### config.mk
export PLATFORM = sky130hd
export DESIGN_NAME = sprite_rle_loader
export DESIGN_NICKNAME = d
export VERILOG_FILES = /design/src/rtl/sprite_rle_loader.sv
export SDC_FILE = /design/constraint.sdc
export NUM_CORES = 1
export LEC_CHECK = 0
export ABC_AREA = 1
export CORE_MARGIN = 2
export CORE_UTILIZATION = 50
export CTS_BUF_LIST = sky130_fd_sc_hd__clkbuf_4
export DETAILED_ROUTE_END_ITERATION = 10
export PLACE_DENSITY = 0.73
export SYNTH_ARGS = -nofsm -noshare
export SYNTH_HDL_FRONTEND = slang
export SYNTH_SLANG_ARGS = --single-unit
### constraint.sdc
create_clock -name Clk -period 2.4 [get_ports Clk]
set_clock_uncertainty 0.1 [all_clocks]
set_input_delay 0.48 -clock Clk [delete_from_list [all_inputs] [get_ports Clk]]
set_output_delay 0.48 -clock Clk [all_outputs]
set_load 0.03 [all_outputs]
### src/rtl/sprite_rle_loader.sv
// Run-length decoder that turns a (run, value) byte stream into sequential RAM writes.
// Every output is a register loaded from next-state values, so no output depends combinationally on an input.
module sprite_rle_loader #(
  parameter int DATA_W = 8,
  parameter int ADDR_W = 19
) (
  input  logic              Clk,
  input  logic              Reset,
  input  logic              start,
  input  logic [ADDR_W-1:0] base_addr,
  input  logic [ADDR_W-1:0] length,
  input  logic [7:0]        in_data,
  input  logic              in_valid,
  output logic              in_ready,
  output logic              we,
  output logic [ADDR_W-1:0] write_address,
  output logic [DATA_W-1:0] data_In,
  output logic              busy,
  output logic              done,
  output logic              overflow
);

  typedef enum logic [2:0] {S_IDLE, S_GET_RUN, S_GET_VAL, S_WRITE, S_DONE} state_t;

  state_t            state_q, state_d;
  logic [ADDR_W-1:0] base_q, base_d;
  logic [ADDR_W-1:0] offset_q, offset_d;
  logic [ADDR_W-1:0] remain_q, remain_d;
  logic [8:0]        run_q, run_d;
  logic [DATA_W-1:0] value_q, value_d;
  logic              ovf_d;
  logic              xfer;
  logic              issue;
  logic [DATA_W-1:0] issue_data;
  logic              in_ready_d, we_d, busy_d, done_d;
  logic [ADDR_W-1:0] addr_d;
  logic [DATA_W-1:0] data_d;

  assign xfer = in_valid && in_ready;

  always_ff @(posedge Clk) begin
    if (Reset) begin
      state_q       <= S_IDLE;
      base_q        <= '0;
      offset_q      <= '0;
      remain_q      <= '0;
      run_q         <= '0;
      value_q       <= '0;
      in_ready      <= 1'b0;
      we            <= 1'b0;
      write_address <= '0;
      data_In       <= '0;
      busy          <= 1'b0;
      done          <= 1'b0;
      overflow      <= 1'b0;
    end else begin
      state_q       <= state_d;
      base_q        <= base_d;
      offset_q      <= offset_d;
      remain_q      <= remain_d;
      run_q         <= run_d;
      value_q       <= value_d;
      in_ready      <= in_ready_d;
      we            <= we_d;
      write_address <= addr_d;
      data_In       <= data_d;
      busy          <= busy_d;
      done          <= done_d;
      overflow      <= ovf_d;
    end
  end

  // Counters track words issued, one cycle ahead of the registered write port.
  always_comb begin
    state_d    = state_q;
    base_d     = base_q;
    offset_d   = offset_q;
    remain_d   = remain_q;
    run_d      = run_q;
    value_d    = value_q;
    ovf_d      = overflow;
    issue      = 1'b0;
    issue_data = value_q;
    case (state_q)
      S_IDLE: begin
        if (start) begin
          base_d   = base_addr;
          remain_d = length;
          offset_d = '0;
          ovf_d    = 1'b0;
          state_d  = (length == '0) ? S_DONE : S_GET_RUN;
        end
      end
      S_GET_RUN: begin
        if (xfer) begin
          run_d   = {1'b0, in_data} + 9'd1;
          state_d = S_GET_VAL;
        end
      end
      S_GET_VAL: begin
        if (xfer) begin
          value_d    = in_data[DATA_W-1:0];
          issue_data = in_data[DATA_W-1:0];
          issue      = 1'b1;
          state_d    = S_WRITE;
        end
      end
      S_WRITE: begin
        // Words left in the run when the load quota is used up mean the stream overran length.
        if (remain_q == '0) begin
          ovf_d   = (run_q != 9'd0);
          state_d = S_DONE;
        end else if (run_q == 9'd0) begin
          state_d = S_GET_RUN;
        end else begin
          issue = 1'b1;
        end
      end
      S_DONE:  state_d = S_IDLE;
      default: state_d = S_IDLE;
    endcase
    if (issue) begin
      offset_d = offset_q + ADDR_W'(1);
      run_d    = run_q - 9'd1;
      remain_d = remain_q - ADDR_W'(1);
    end
  end

  always_comb begin
    in_ready_d = (state_d == S_GET_RUN) || (state_d == S_GET_VAL);
    busy_d     = (state_d == S_GET_RUN) || (state_d == S_GET_VAL) || (state_d == S_WRITE);
    done_d     = (state_d == S_DONE);
    we_d       = issue;
    addr_d     = issue ? (base_q + offset_q) : write_address;
    data_d     = issue ? issue_data : data_In;
  end

endmodule

==> results_dict.tcl <==
set metrics [dict create \
    end_kind "output port" \
    grtUsageTotal_pct 24.5 \
    antenna_cells 0 \
    ys_warn_count 0 \
    crit_fanout 2 \
    fin_nets 1146 \
    postCtsSetupBuffers 0 \
    slew_viol_final 0 \
    hold_path.class "flop to flop" \
    total_power_w 0.00374 \
    mostFrequentLayoutCell "nand2_1" \
    drive_gt1_share_pct 5.39 \
    synth_enable_flop_cells 0 \
    synth_seq_cells 109 \
    synth-async-reset-ratio_pct 0 \
    numCtsBuffers 9 \
    layout_worst_path_cycle_share_pct 91.1 \
    rsz0062_at_grt "false" \
    antenna_found_initial 0 \
    drtPass1Iterations 4 \
    cts_buffer_depth 2 \
    start_kind "flop" \
    n_fill_cell 1233 \
    antenna_left 0 \
    finalHoldViolations 0 \
    setup_viol 0 \
    worstPathRequired_ps 1820 \
    cts-resized-gates 0 \
    clock_sinks 109 \
    syn_area_per_cell_um2 6.47 \
    num_rows 41 \
    synth.distinct_cells 40 \
    cp_cell_sequence "clkdlybuf4s50_1" \
    areaGrowthSynthToFinish_pct 18.9 \
    grt_pass1_vias 6017 \
    crit_slowest_cell "clkdlybuf4s50_1" \
    arrival_ps 1610 \
    drcViolationCount 0 \
    numPortBuffers 81 \
    postCtsHoldBufs 0 \
    relSlewSlack_pct 67.9 \
    dieWidth_um 117 \
    ys_seq_area_share_pct 34.0 \
    core_area_um2 12600 \
    power.density_nw_per_um2 490 \
    postSynthNetCount 1067 \
    num_vias 6402 \
    avgViaCountPerCell 5.13 \
    crit_buf_inv 1 \
    clock_latency_ps 480 \
    ir_drop_mv 0.332 \
    tns_ps 0 \
    die_h_um 117 \
    htree_levels 3 \
    die_area_um2 13800 \
    max_slew.worst_pin.slew_ps 479 \
    gp_congestion 0.898 \
    final_cell_mix "240 x nand2_1, 165 x nor2_1, 109 x dfxtp_1" \
    fmax_mhz 457 \
    path_class "flop to output port" \
    cpPeakStageDelay_ps 700 \
    boundaryPins 82 \
    seqCellArea_um2 2180 \
    run_status "completed" \
    root_buffer "clkbuf_4" \
    leakagePower_nw 3.34 \
    first_iter_violations 449 \
    drv_cap 0 \
    initial_utilization_pct 51.1 \
    grt_overflow 0 \
    clk_pin_slew_worst_paths_ps 160 \
    grt_max_degree 61 \
    synthFlopType "dfxtp_1" \
    layout_min_cycle_time_ps 2190 \
    cts_tree "done" \
    multi_input_area_um2 3680 \
    routedWlPerCell_um 13.2 \
    hpwl_um 12700 \
    netlist_instances 993 \
    totalWireLength_um 16500 \
    grt_pass1_wl_um 28000 \
    syn_area_um2 6420 \
    crit_family "buffers and inverters" \
]
## where the power goes
part | switching, W | internal, W | total [W] | leakage [nW]
clock network | 0.000617 | 0.000416 | 0.00103 | 0.0780
logic | 0.000442 | 0.000316 | 0.000757 | 2.38
registers | 0.0000649 | 0.00188 | 0.00195 | 0.887
total | 0.00112 | 0.00262 | 0.00374 | 3.34
## through the flow
step	utilization, %	cells	setup slack [ps]	instance area (um^2)	hold WS (ps)
floorplan	-	993	445	6420	306
detailed placement	59.5	1233	140	7470	320
finish	60.7	1248	213	7630	344
CTS	60.7	1248	173	7630	344
global route	60.7	1248	87.5	7630	379
global placement	59.5	1233	185	7470	323
## kinds of logic after synthesis
logic type,count (synthesis),synth area share [%]
xor+xnor,27,3.68
compound gates,157,12.7
simple gates,538,35.6
flops,109,34.0
mux,3,0.526
buf+inv,135,8.69
fa+ha+maj,24,4.79
## cell type report
class / count / area share (%)
Timing Repair Buffer: 102 / 13.3
Clock inverter: 6 / 1.16
Tap cell: 172 / 2.82
Clock buffer: 9 / 0.885
Sequential cell: 109 / 28.6
Inverter: 101 / 4.97
Multi-Input combinational cell: 749 / 48.2
## path summary, 6_finish.rpt
kind                                   from                             end  slack, ps  cells after the start
max reg2reg        offset_q[0]$_SDFFE_PP0P_  write_address[14]$_SDFFE_PP0P_        290                     10
max          write_address[12]$_SDFFE_PP0P_               write_address[12]        210                      1
min                remain_q[0]$_SDFFE_PP0P_        remain_q[0]$_SDFFE_PP0P_        340                      1
min reg2reg        remain_q[0]$_SDFFE_PP0P_        remain_q[0]$_SDFFE_PP0P_        340                      1
## flip-flops by register name (all words and copies together), names as in the netlist
register	cells
overflow	1
state_q	3
remain_q	19
in_ready	1
data_In	8
busy	1
offset_q	19
base_q	19
done	1
we	1
run_q	9
write_address	19
value_q	8
## synth_stat cells (3+ instances only)
master / count / share of area [%]
xor2_1: 16 / 2.2
o21bai_1: 4 / 0.47
ha_1: 23 / 4.5
buf_6: 4 / 0.70
mux2_2: 3 / 0.53
nor2_1: 165 / 9.6
dfxtp_1: 109 / 34
a21oi_1: 80 / 6.2
nand4_1: 18 / 1.8
xnor2_1: 11 / 1.5
nor2_2: 3 / 0.29
nand2_1: 240 / 14
a21boi_0: 4 / 0.47
nor3_1: 13 / 1.0
o21ai_0: 65 / 5.1
or2_2: 5 / 0.49
nand3_1: 77 / 6.0
clkbuf_1: 15 / 0.88
buf_2: 14 / 1.1
inv_1: 98 / 5.7
## layer usage
layer / part of all wire, % / GRT usage, %
met1: 46 / 30.9
met2: 48 / 42.3
met3: 4.4 / 5.20
met4: 1.9 / 7.00
met5: 0 / 0
(Power assumes the default switching activity.)
